$ cat src/rtl/psram_pkg.sv
// Shared PSRAM controller definitions: FSM encoding, QPI opcodes and nibble counts.
package psram_pkg;

    typedef enum logic [2:0] {
        StIdle,
        StCmd,
        StAddr,
        StData,
        StStall,
        StFinish,
        StAbort
    } state_e;

    localparam logic [7:0] qpi_cmd_write = 8'h38;
    localparam logic [7:0] qpi_cmd_read  = 8'hEB;

    localparam int unsigned cmd_nibbles      = 2;
    localparam int unsigned nibbles_per_byte = 2;

endpackage

$ cat src/rtl/psram_nibble_shifter.sv
// Load/shift register presenting its top nibble on DQ; a phase toggle provides SCLK.
module psram_nibble_shifter #(
    parameter int unsigned width = 32
) (
    input  logic             clk,
    input  logic             rst,
    input  logic             load,
    input  logic [width-1:0] load_val,
    input  logic             step,
    input  logic             shift,
    output logic [3:0]       dq,
    output logic             sclk
);

    logic             phase_q, phase_d;
    logic [width-1:0] sr_q, sr_d;

    always_comb begin
        phase_d = step ? ~phase_q : phase_q;
        sr_d    = sr_q;
        if (load) begin
            sr_d = load_val;
        end else if (shift) begin
            sr_d = {sr_q[width-5:0], 4'h0};
        end
    end

    always_ff @(posedge clk or negedge rst) begin
        if (!rst) begin
            phase_q <= 1'b0;
            sr_q    <= '0;
        end else begin
            phase_q <= phase_d;
            sr_q    <= sr_d;
        end
    end

    assign dq   = sr_q[width-1 -: 4];
    assign sclk = phase_q;

endmodule

$ cat src/rtl/psram_qspi_burst_writer.sv
// QPI write burst engine: pops bytes from the write FIFO and streams cmd, address and data
// nibbles to the PSRAM, stalling SCLK on underrun and aborting after a bounded wait.
module psram_qspi_burst_writer
    import psram_pkg::*;
#(
    parameter int unsigned addr_width = 24,
    parameter int unsigned len_bits   = 8,
    parameter logic [7:0]  cmd_write  = qpi_cmd_write,
    parameter int unsigned max_stall  = 15
) (
    input  logic                  clk,
    input  logic                  rst,
    input  logic                  start,
    input  logic [addr_width-1:0] addr,
    input  logic [len_bits-1:0]   len,
    input  logic [7:0]            fifo_data,
    input  logic                  fifo_empty,
    output logic                  fifo_re,
    output logic                  psram_ce_n,
    output logic                  psram_sclk,
    output logic [3:0]            psram_dq_o,
    output logic                  psram_dq_oe,
    output logic                  busy,
    output logic                  done,
    output logic                  err_underrun
);

    localparam int unsigned addr_nibbles = addr_width / 4;
    localparam int unsigned sr_width     = 8 + addr_width;
    localparam int unsigned nib_w        = $clog2(addr_nibbles + 1);
    localparam int unsigned stall_w      = $clog2(max_stall + 1);

    state_e               state_q, state_d;
    logic [nib_w-1:0]     nib_q, nib_d;
    logic [len_bits-1:0]  cnt_q, cnt_d;
    logic [stall_w-1:0]   stall_q, stall_d;
    logic                 first_q, first_d;
    logic                 have_q, have_d;
    logic                 popped_q, popped_d;
    logic                 fin_q, fin_d;
    logic                 re_q;
    logic [7:0]           nxt_q;

    logic                 load, shift, step, take_byte;
    logic [sr_width-1:0]  load_val;
    logic                 avail, last_addr;
    logic [7:0]           byte_src;

    // A popped byte is either on the FIFO read port this cycle or parked in nxt_q.
    assign avail     = re_q | have_q;
    assign byte_src  = re_q ? fifo_data : nxt_q;
    assign last_addr = (nib_q == nib_w'(addr_nibbles - 1));
    assign busy      = (state_q != StIdle);

    always_comb begin
        state_d      = state_q;
        nib_d        = nib_q;
        cnt_d        = cnt_q;
        stall_d      = stall_q;
        first_d      = first_q;
        have_d       = have_q | re_q;
        popped_d     = popped_q;
        fin_d        = fin_q;
        load         = 1'b0;
        load_val     = {cmd_write, addr};
        shift        = 1'b0;
        step         = 1'b0;
        take_byte    = 1'b0;
        fifo_re      = 1'b0;
        psram_ce_n   = 1'b1;
        psram_dq_oe  = 1'b0;
        done         = 1'b0;
        err_underrun = 1'b0;

        unique case (state_q)
            StIdle: begin
                have_d = 1'b0;
                if (start) begin
                    load    = 1'b1;
                    cnt_d   = len;
                    first_d = 1'b1;
                    nib_d   = '0;
                    fin_d   = 1'b0;
                    state_d = StCmd;
                end
            end
            StCmd: begin
                psram_ce_n  = 1'b0;
                psram_dq_oe = 1'b1;
                step        = 1'b1;
                if (psram_sclk) begin
                    shift = 1'b1;
                    if (nib_q == nib_w'(cmd_nibbles - 1)) begin
                        nib_d   = '0;
                        state_d = StAddr;
                    end else begin
                        nib_d = nib_q + 1'b1;
                    end
                end
            end
            StAddr: begin
                psram_ce_n  = 1'b0;
                psram_dq_oe = 1'b1;
                step        = 1'b1;
                // First data byte is fetched early so it is on the read port at the hand-off.
                if (!psram_sclk && last_addr && !fifo_empty) begin
                    fifo_re = 1'b1;
                end
                if (psram_sclk) begin
                    if (!last_addr) begin
                        nib_d = nib_q + 1'b1;
                        shift = 1'b1;
                    end else if (avail) begin
                        take_byte = 1'b1;
                        state_d   = StData;
                    end else begin
                        stall_d  = '0;
                        popped_d = 1'b0;
                        state_d  = StStall;
                    end
                end
            end
            StData: begin
                psram_ce_n  = 1'b0;
                psram_dq_oe = 1'b1;
                step        = 1'b1;
                if (psram_sclk) begin
                    if (nib_q == '0) begin
                        fifo_re = (cnt_q != '0) && !fifo_empty;
                        nib_d   = nib_w'(nibbles_per_byte - 1);
                        shift   = 1'b1;
                    end else if (cnt_q == '0) begin
                        fin_d   = 1'b0;
                        state_d = StFinish;
                    end else if (avail) begin
                        take_byte = 1'b1;
                    end else begin
                        stall_d  = '0;
                        popped_d = 1'b0;
                        state_d  = StStall;
                    end
                end
            end
            StStall: begin
                psram_ce_n  = 1'b0;
                psram_dq_oe = 1'b1;
                stall_d     = stall_q + 1'b1;
                if (popped_q) begin
                    take_byte = 1'b1;
                    state_d   = StData;
                end else if (!fifo_empty) begin
                    fifo_re  = 1'b1;
                    popped_d = 1'b1;
                end else if (stall_q == stall_w'(max_stall - 1)) begin
                    state_d = StAbort;
                end
            end
            StFinish: begin
                if (!fin_q) begin
                    psram_ce_n  = 1'b0;
                    psram_dq_oe = 1'b1;
                    fin_d       = 1'b1;
                end else begin
                    done    = 1'b1;
                    state_d = StIdle;
                end
            end
            StAbort: begin
                err_underrun = 1'b1;
                state_d      = StIdle;
            end
            default: state_d = StIdle;
        endcase

        // The count stays at len for byte 0 so the final byte goes out at count 0.
        if (take_byte) begin
            load     = 1'b1;
            load_val = {byte_src, {addr_width{1'b0}}};
            have_d   = 1'b0;
            nib_d    = '0;
            first_d  = 1'b0;
            if (!first_q) begin
                cnt_d = cnt_q - 1'b1;
            end
        end
    end

    always_ff @(posedge clk or negedge rst) begin
        if (!rst) begin
            state_q  <= StIdle;
            nib_q    <= '0;
            cnt_q    <= '0;
            stall_q  <= '0;
            first_q  <= 1'b0;
            have_q   <= 1'b0;
            popped_q <= 1'b0;
            fin_q    <= 1'b0;
            re_q     <= 1'b0;
            nxt_q    <= '0;
        end else begin
            state_q  <= state_d;
            nib_q    <= nib_d;
            cnt_q    <= cnt_d;
            stall_q  <= stall_d;
            first_q  <= first_d;
            have_q   <= have_d;
            popped_q <= popped_d;
            fin_q    <= fin_d;
            re_q     <= fifo_re;
            if (re_q) begin
                nxt_q <= fifo_data;
            end
        end
    end

    psram_nibble_shifter #(
        .width(sr_width)
    ) u_shifter (
        .clk     (clk),
        .rst     (rst),
        .load    (load),
        .load_val(load_val),
        .step    (step),
        .shift   (shift),
        .dq      (psram_dq_o),
        .sclk    (psram_sclk)
    );

endmodule

$ cat config.mk
export PLATFORM = sky130hd
export DESIGN_NAME = psram_qspi_burst_writer
export DESIGN_NICKNAME = d
export VERILOG_FILES = /design/src/rtl/psram_pkg.sv /design/src/rtl/psram_nibble_shifter.sv /design/src/rtl/psram_qspi_burst_writer.sv
export SDC_FILE = /design/constraint.sdc
export NUM_CORES = 1
export LEC_CHECK = 0
export BUFFER_PORTS_ARGS = -buffer_cell sky130_fd_sc_hd__buf_2
export CAP_MARGIN = 20
export CORE_MARGIN = 4
export CORE_UTILIZATION = 24
export CTS_BUF_LIST = sky130_fd_sc_hd__clkbuf_16
export DETAILED_ROUTE_END_ITERATION = 8
export PLACE_DENSITY_LB_ADDON = 0.12
export SETUP_SLACK_MARGIN = 0.4
export SLEW_MARGIN = 40
export SYNTH_ARGS = -nofsm -noshare
export SYNTH_HDL_FRONTEND = slang
export SYNTH_HIERARCHICAL = 1
export SYNTH_SLANG_ARGS = --single-unit
export TNS_END_PERCENT = 5
$ cat constraint.sdc
create_clock -name clk -period 2.4 [get_ports clk]
set_input_delay 0.24 -clock clk [delete_from_list [all_inputs] [get_ports clk]]
set_output_delay 0.24 -clock clk [all_outputs]
set_load 0.02 [all_outputs]
== Yosys cells after proc, flatten, opt, wreduce, memory -nomap -nowiden ==
Index checks and enable logic that the tools add are counted.
Operators by class
  mux-type cells: 87
  bitwise operators: 2
  reduce and logical (&&, ||, !) cells: 23
  add/sub/neg operators: 3
  equal/unequal tests: 28
Operators with widths (number)
  32-bit 2-to-1 mux: 3
  3-bit 2-to-1 mux: 22
  1-bit 2-to-1 mux: 41
  8-bit 2-to-1 mux: 5
  4-bit 2-to-1 mux: 6
  3-bit inequality test, second input constant: 6
  3-bit one-hot mux with 6 select lines: 1
  1-bit one-hot mux with 3 select lines: 5
  2-bit inequality test, second input constant: 7
  3-bit equality test, second input constant: 4
  3-bit one-hot mux with 4 select lines: 1
  4-bit one-hot mux with 3 select lines: 1
  11-bit AND reduction: 1
  3-bit by 2-bit inequality test with 1-bit output, second input constant: 3
  3-bit nonzero test: 3
  8-bit logical NOT: 1
  8-bit nonzero test: 1
  8-bit by 1-bit subtractor with 8-bit output, second input constant: 1
  7-bit AND reduction: 1
  3-bit by 1-bit equality test with 1-bit output, second input constant: 2
  3-bit by 2-bit equality test with 1-bit output, second input constant: 2
  3-bit logical NOT: 2
  2-bit by 1-bit inequality test with 1-bit output, second input constant: 3
  6-bit AND reduction: 1
  14 further kinds: 20
Word-level totals
  bits in registers: 64
  word-level logic and storage cells: 155
  output and inout port bits: 11
  input port bits: 44

== Longest topological paths before layout ==
Gate-level depths: netlist (run 1).
  word-level depth: 8
  mapped depth: 11
  mapped depth without buffers: 9

== Hierarchy ==
The synthesis (run 1) kept the hierarchy.
Modules (own cells, without submodules)
  psram_qspi_burst_writer: sequential area each 775.7 sq um, cells an instance 254, area an instance 2209.6 sq um, instances 1
  psram_nibble_shifter: sequential area each 825.8 sq um, cells an instance 145, area an instance 1555.2 sq um, instances 1

== Worst setup path before layout (run 1) ==
OpenSTA, ideal clock, no wires.
  kind: reg2reg
  from: reg cnt_q[0]
  to: reg u_shifter.sr_q[29]
  slack: 180 ps
  data required time: 2272 ps
  clock period less this slack: 2220 ps
  buffers on the path: 3
  library setup time: 128 ps
  stages on the path, launching flop included: 12
  arrival: 2092 ps
  cell sequence: dfrtp_1 inv_1 ha_1 nor3b_1 a211oi_1 o21ai_1 clkbuf_1 nand3_1 buf_2 buf_2 nand2_1 o21ai_0
Between the ends
  word-level cells in the longest chain between the ends: 7
  elaborated cells on any way between the ends: 9
  classes of those cells: 7 x mux; 2 x reduce/logical
RTL lines
  from (decl): RTL line psram_qspi_burst_writer.sv:35  | logic [len_bits-1:0] cnt_q, cnt_d;
  from (signal assigned): RTL line psram_qspi_burst_writer.sv:203  | cnt_q <= cnt_d;
  8-bit logical NOT (*): RTL line psram_qspi_burst_writer.sv:132  | end else if (cnt_q == '0) begin
  1-bit 2-to-1 mux (*): RTL line psram_qspi_burst_writer.sv:132
  1-bit 2-to-1 mux (*): RTL line psram_qspi_burst_writer.sv:128  | if (nib_q == '0) begin
  1-bit 2-to-1 mux (*): RTL line psram_qspi_burst_writer.sv:127  | if (psram_sclk) begin
  1-bit one-hot mux with 3 select lines (*): RTL line psram_qspi_burst_writer.sv:75  | unique case (state_q)
  1-bit 2-to-1 mux (*): RTL line psram_qspi_burst_writer.sv:176  | if (take_byte) begin
  net load: RTL line psram_qspi_burst_writer.sv:44  | logic load, shift, step, take_byte;
  32-bit 2-to-1 mux or 2-bit nonzero test (tied branches)
  to (signal assigned): RTL line psram_nibble_shifter.sv:34  | sr_q <= sr_d;
  to (decl): RTL line psram_nibble_shifter.sv:16  | logic [width-1:0] sr_q, sr_d;
The timed path passes the listed nets; every way through them passes the cells marked *.
A chain may end at the register's enable or synchronous reset.

== Final worst setup path (run 1) ==
  from: reg cnt_q[1]
  to: out fifo_re
Between the ends
  word-level cells in the longest chain between the ends: 5
RTL lines
  8-bit nonzero test: RTL line psram_qspi_burst_writer.sv:129  | fifo_re = (cnt_q != '0) && !fifo_empty;
  1-bit logical AND: RTL line psram_qspi_burst_writer.sv:129
  1-bit 2-to-1 mux: RTL line psram_qspi_burst_writer.sv:128
  1-bit 2-to-1 mux: RTL line psram_qspi_burst_writer.sv:127
  1-bit one-hot mux with 3 select lines: RTL line psram_qspi_burst_writer.sv:75
  to (decl): RTL line psram_qspi_burst_writer.sv:18  | output logic fifo_re,
No other way between the ends.

==> impl_metrics.csv, run 1 <==
group,metric,value,unit
logic_synthesis,synthCells,399,
route,drtPass1Iterations,5,
route,maxUsedRoutingLayer,"met4",
logic_synthesis,syn_area,0.003765,mm^2
sta,rsz0062_at_grt,"yes",
logic_synthesis,synth_edf_count,0,
floorplan,coreArea,0.01526,mm^2
route,post_drt_wl_per_cell,14.90,um
sta,fin_crit_sh,89.80,%
logic_synthesis,synth_area_per_cell,9.436,um^2
flow_run,drv_cap,0,
clock_tree,cts.clk_slew.worst_paths,0.06,ns
floorplan,dieArea,0.01775,mm^2
power,p_total,6.318,mW
logic_synthesis,synthTopCellsByArea,"dfrtp_1, mux2i_1, nand2_1, and3_1, o21ai_1",
route,postRouteAntennaNets,0,
cells_and_area,drive_gt1_share,30.93,%
floorplan,start_util,24.67,%
cells_and_area,diodes,0,
sta,hold_violations,0,
cells_and_area,area_growth,28.95,%
critical_path,critical-path-max-stage-delay,0.40,ns
status,outcome,"finished, final reports clean",
route,wl,10180,um
cells_and_area,fin_nets,518,
route,wl_met1,4871,um
sta,timing.final.crit_period,2.155,ns
logic_synthesis,yosysTopAreaCellShare,42.54,%
min_path,min_path_type,"in2reg",
clock_tree,cts-root-buf,"clkbuf_16",
logic_synthesis,synthArstFlopShare,100.0,%
sta,worst_pin_slew,0.5348,ns
critical_path,crit_arrival,1.92,ns
logic_synthesis,syn-num-nets,449,
logic_synthesis,yosys.area.top_type,"dfrtp_1",
power,p_leak,2.139,nW
route,num_vias,3120,
clock_tree,cts_tree,"yes",
global_route,grt_remaining_overflow,0,
clock_tree,cts_buffer_depth,2,
global_route,grt_pass1_wl,16700,um
floorplan,num_rows,45,
route,met2_length,4634,um
critical_path,start_kind,"flip-flop",
clock_tree,cts_buffers,9,
critical_path,critPathBufInv,2,
critical_path,worst_setup_path_end_kind,"output port",
critical_path,critical_path_class,"reg2out",
logic_synthesis,synth-seq-area-share,42.54,%
global_route,grt_pass1_vias,3221,
sta,finalSetupViolations,0,
place,place_ws,0.1919,ns
global_route,grt_max_degree,45,
clock_tree,cts_htree_levels,3,
power,p_per_area,1301,mW/mm^2
route,drc,0,
sta,final-max-slew-violation-count,0,
floorplan,die_y,133.2,um
sta,max_slew_margin,64.35,%
global_route,grt.total_usage,11.65,%
place,hpwlAfterDp,6813,um
logic_synthesis,synth_seq_cells,64,
sta,skew,0.004462,ns
clock_tree,clock-sinks,64,
critical_path,path_max_fanout,3,
route,viasPerCell,4.568,
sta,tns,0,ns
place,place.gp.congestion,0.8176,
floorplan,io_pins,55,
global_route,antenna_found_initial,0,
cells_and_area,fin_cells,683,
logic_synthesis,ys_warn_count,6,
clock_tree,clock_latency,0.33,ns
route,drtIter0Drc,190,
critical_path,required,2.16,ns
sta,fmax,0.4640,GHz
critical_path,path_cells,"inv_2 > ha_4 > or3b_4 > nor2_4 > nor3_2 > a31oi_2 > nor2_2 > buf_6",
place,dpl.cell_count,649,
route,met3_length,520,um
sta,finalWorstSetupSlack,0.2449,ns
critical_path,crit_slowest_cell,"or3b_4",
power,vdd.ir_drop.worst,0.4949,mV
logic_synthesis,synth-main-ff-cell,"dfrtp_1",
critical_path,critPathTopFamily,"simple AND/OR/NAND/NOR gates",
floorplan,die_x,133.2,um
place,io_buffer_count,54,
logic_synthesis,synth_cell_types,53,
layout make-up:
cell class | instances | area, um^2
Clock inverter | 6 | 61.31
Fill cell | 1609 | 10400
Multi-Input combinational cell | 290 | 2014
Tap cell | 211 | 264.0
Timing Repair Buffer | 92 | 644.4
Inverter | 11 | 41.29
Clock buffer | 9 | 225.2
Sequential cell | 64 | 1604
sequential cells by signal, summed over array words and instances (netlist names), 3 cells and up:
register        cells
cnt_q               8
state_q             3
nib_q               3
nxt_q               8
u_shifter/sr_q     32
stall_q             4
worst paths after layout:
check                      slack (ns)  cells after the start  startpoint                end
setup / recovery                 0.24                      8    cnt_q[1]            fifo_re
hold / removal                   0.12                      2  fifo_empty               re_q
setup reg to reg                 0.26                      7    cnt_q[5]           cnt_q[5]
hold reg to reg                  0.49                      1    nxt_q[5]           nxt_q[5]
max in group asynchronous        1.18                      3         rst  u_shifter/sr_q[3]
min in group asynchronous        0.45                      2         rst           nxt_q[6]
power by group:
part | total, mW | switching, mW | leakage, nW | internal (mW)
Sequential | 1.90 | 0.328 | 0.796 | 1.58
Clock | 1.29 | 0.497 | 0.141 | 0.794
Combinational | 3.12 | 1.70 | 1.20 | 1.42
Total | 6.32 | 2.53 | 2.14 | 3.79
per-stage QoR:
stage	util (%)	area (um^2)	hold slack [ns]
final	31.82	4855	0.1161
after global routing	31.82	4855	0.1051
after global placement	28.07	4283	0.2516
after floorplan	-	3777	-0.05559
after detailed placement	28.07	4283	0.2636
after CTS	30.72	4687	0.1027
worst register-to-register path, delay by kind of cell, from the launching register on:
kind / cells / cell delay, ns
compound gates: 3 / 0.69
buf+inv: 2 / 0.31
flops: 1 / 0.42
mux: 1 / 0.30
simple gates: 1 / 0.32
layer usage:
| metal | up-vias | global-route usage [%] |
|---|---|---|
| met2 | 82 | 18.23 |
| met1 | 1481 | 15.91 |
| met3 | 11 | 2.908 |
| met4 | 0 | 3.543 |
| met5 | - | 0 |
| li1 | 1546 | - |
Yosys cell counts (2+ instances only):
library cell  count
a211o_1           2
a211oi_1          3
a21boi_0          2
a21o_1            2
a21oi_1          14
a31oi_1          10
and2_1            7
and3_1           27
buf_12            2
buf_2            12
buf_4             4
buf_6             3
clkbuf_1         12
dfrtp_1          64
ha_1              6
inv_1            10
mux2_2            8
mux2_4            4
mux2i_1          31
nand2_1          47
nand2b_1         11
nand3_1           7
nand3b_1          2
nand4_1           3
nor2_1           20
nor2b_1           4
nor3_1            6
nor3b_1           3
o21a_1            5
o21ai_0          11
o21ai_1          32
o21ai_2           2
or3_1             2
xor2_1            2
cell usage in the layout, fill, tap and decap left out, drive strengths merged, types with 3 or more instances in the layout:
master | Yosys | routed
o21a | 5 | 5
nand2b | 11 | 11
nor2b | 4 | 4
clkbuf | 12 | 11
mux2 | 13 | 13
clkinv | 0 | 4
ha | 6 | 6
mux2i | 31 | 31
nor3b | 3 | 3
inv | 11 | 11
nand4 | 3 | 3
nor3 | 6 | 6
a21oi | 14 | 14
and2 | 7 | 7
and3 | 27 | 27
o21ai | 45 | 45
a211oi | 3 | 3
nand2 | 47 | 47
a31oi | 10 | 10
nor2 | 20 | 20
buf | 22 | 89
nand3 | 7 | 7
dfrtp | 64 | 64
timing repair:
item | 4_1_cts | 5_1_grt
hold buffers | 1 | 0
endpoints found under the hold margin | 20 | 0
pin swaps | 5 | 5
cloned | 0 | 1
resized for setup | 17 | 16
buffers inserted | 6 | 11
endpoints found under the setup margin | 46 | 50
cells by family after synthesis:
logic type / share of synthesized area [%]
AOI/OAI and AO/OA: 15.29
buffers and inverters: 7.045
DFF: 42.54
xor gates and xnor gates: 0.4654
and+or+nand+nor: 20.14
adders and majority gates: 1.994
muxes: 12.53
Power figures use the tool's default switching activity.
==> run 2, diff against run 1 <==
--- a/config.mk
+++ b/config.mk
@@ -11,7 +11,7 @@
 export CORE_UTILIZATION = 24
 export CTS_BUF_LIST = sky130_fd_sc_hd__clkbuf_16
 export DETAILED_ROUTE_END_ITERATION = 8
-export PLACE_DENSITY_LB_ADDON = 0.12
+export PLACE_DENSITY_LB_ADDON = 0.1
 export SETUP_SLACK_MARGIN = 0.4
 export SLEW_MARGIN = 40
 export SYNTH_ARGS = -nofsm -noshare
==> run 2 against run 1 <==
Sequential cell count did not move. Sequential power rose by 2%. Non-clock buffer count up 13. Critical path depth stayed put. Clock skew up 0.0016 ns. Via count up 2.5%. Register-to-register slack worse by 0.04 ns. Total power is 3.7% higher. First-iteration DRC count shrank 27%. Final cell count grew 2.3%. Critical path type unchanged. Largest cell class unchanged.
==> impl_metrics.csv, run 2 (synthesized netlist as in run 1, its figures left out) <==
group,metric,value,unit
place,place_ws,0.1382,ns
critical_path,crit_arrival,1.99,ns
sta,rsz0062_at_grt,"yes",
power,power.share.clock,18.7,%
power,p_total,6.553,mW
cells_and_area,largest_reg_flops,32,
min_path,min_path_type,"in2reg",
power,p_per_area,1318,mW/mm^2
min_path,hp-start,"len[0]",
power,seq_power_share,29.6,%
global_route,grt_pass1_wl,17120,um
sta,hold_violations,0,
clock_tree,clock_latency,0.34,ns
critical_path,r2r_start,"cnt_q[1]",
place,placed_area,0.004335,mm^2
route,post_drt_wl_per_cell,15.58,um
route,drtPass1Iterations,6,
critical_path,path_max_fanout,2,
sta,fin_crit_sh,92.85,%
power,swShare,40.42,%
critical_path,start_kind,"flip-flop",
critical_path,worstReg2RegEnd,"cnt_q[5]",
min_path,worstHoldPathCells,2,
sta,skew,0.006059,ns
critical_path,critical-path-max-stage-delay,0.40,ns
floorplan,dieArea,0.01775,mm^2
global_route,grt.total_usage,11.98,%
route,drtIter0Drc,139,
critical_path,reg2reg_slack,0.22,ns
sta,finalSetupViolations,0,
route,viasPerCell,4.574,
cells_and_area,regMostFlops,"u_shifter/sr_q",
sta,fmax,0.4488,GHz
cells_and_area,nFillCells,1609,
cells_and_area,mostFrequentLayoutCells,"dfrtp_1, buf_2, nand2_1",
cells_and_area,layout_commonest_cell,"dfrtp_1",
critical_path,reg2regPathDepth,9,
sta,final-max-slew-violation-count,0,
floorplan,num_rows,45,
power,pwr-share-comb,51.7,%
cells_and_area,area_growth,32.04,%
power,switchingPower,2.649,mW
sta,worst_pin_slew,0.4626,ns
floorplan,die_y,133.2,um
sta,tns,0,ns
cells_and_area,fin_nets,533,
place,place.gp.congestion,0.8440,
cells_and_area,diodes,0,
clock_tree,cts_htree_levels,3,
clock_tree,cts.clk_slew.worst_paths,0.06,ns
critical_path,required,2.16,ns
route,drc,0,
status,outcome,"finished, final reports clean",
sta,max_slew_margin,69.16,%
flow_run,drv_cap,0,
global_route,antenna_found_initial,0,
min_path,whs_endpoint,"cnt_q[0]",
critical_path,worst_setup_path_end_kind,"output port",
cells_and_area,drive_gt1_share,32.79,%
clock_tree,cts-root-buf,"clkbuf_16",
power,p_int,3.904,mW
route,postRouteAntennaNets,0,
power,p_leak,2.198,nW
place,hpwlAfterDp,7115,um
global_route,grt_pass1_vias,3270,
cells_and_area,regArea,0.001604,mm^2
floorplan,coreArea,0.01526,mm^2
floorplan,io_pins,55,
route,num_vias,3197,
critical_path,critical_path_class,"reg2out",
floorplan,die_x,133.2,um
sta,timing.final.crit_period,2.228,ns
route,wl,10890,um
clock_tree,clock-sinks,64,
global_route,grt_remaining_overflow,0,
cells_and_area,multi_input_area,0.002024,mm^2
cells_and_area,top_regs,"u_shifter/sr_q x32, cnt_q x8, nxt_q x8",
sta,finalWorstSetupSlack,0.1716,ns
clock_tree,cts_buffers,9,
critical_path,crit_slowest_cell,"or3b_4",
floorplan,start_util,24.67,%
critical_path,path_cells,"inv_2 > ha_4 > or3b_4 > nor2_4 > nor3_2 > a31oi_1 > nor2_1 > buf_4",
cells_and_area,finalInstanceArea,0.004971,mm^2
place,io_buffer_count,54,
clock_tree,cts_tree,"yes",
power,vdd.ir_drop.worst,0.5050,mV
global_route,grt_max_degree,34,
clock_tree,cts_buffer_depth,2,
## run 2: cell types whose count changed in the layout (fill, tap and decap cells not counted), moves of 2 or more
cell,before,now
clkinvlp_4,1,4
clkbuf_16,10,12
clkinv_2,3,1
buf_4,28,43
buf_6,3,1
## run 2: what timing repair did
item                                   CTS  global route
resized for setup                       13            14
hold buffers                             1             0
setup endpoints to repair               48            55
buffers inserted                        11            10
gates cloned                             0             5
pin swaps                                5             7
endpoints found under the hold margin   17             0
## run 2: power groups by stage
stage | combinational, mW | clock, mW | sequential (mW)
final | 3.39 | 1.22 | 1.94
after global routing | 3.77 | 1.33 | 2.01
after CTS | 3.07 | 1.28 | 1.95
after detailed placement | 2.87 | 0 | 1.96
after global placement | 2.86 | 0 | 1.96
after floorplan | 2.24 | 0 | 1.82
## run 2: how the worst max path moves through the flow
stage | from | to | slack (ns)
final | cnt_q[1] | fifo_re | 0.17
after global routing | cnt_q[1] | fifo_re | 0.04
after CTS | cnt_q[1] | fifo_re | 0.13
after detailed placement | nib_q[0] | cnt_q[2] | 0.14
after global placement | nib_q[0] | cnt_q[2] | 0.20
after floorplan | cnt_q[0] | cnt_q[2] | 0.41
## run 2: final cells by class
class,count,share of cell area (%)
multi-input combinational,292,40.72
clock inverter,7,0.9565
clock buffer,9,4.531
tap,211,5.311
sequential,64,32.27
timing repair buffer,105,15.38
inverter,11,0.8306
## run 2: stage by stage
stage                     utilization, %  hold slack [ns]  instances
after CTS                          31.12          0.09092        684
after detailed placement           28.41           0.2282        656
after global routing               32.58          0.09174        699
after floorplan                        -         -0.05559        399
after global placement             28.41           0.2237        656
final                              32.58           0.1061        699
## run 2: critical path: cells and delay by family (launching register included)
family                   cells  cell delay [ns]
flip-flops                   1             0.39
adder cells (fa/ha/maj)      1             0.13
buffers and inverters        2             0.25
AO/OA/AOI/OAI                1             0.23
AND/OR/NAND/NOR              4             0.65
## run 2: metal layers
metal	up-vias	part of all wire (%)	global-route usage, %	wire [um]
met4	0	1.5	2.914	161
met1	1530	48	15.92	5209
li1	1584	-	-	-
met2	69	46	18.91	5002
met5	-	0	0	0
met3	14	4.7	4.003	515
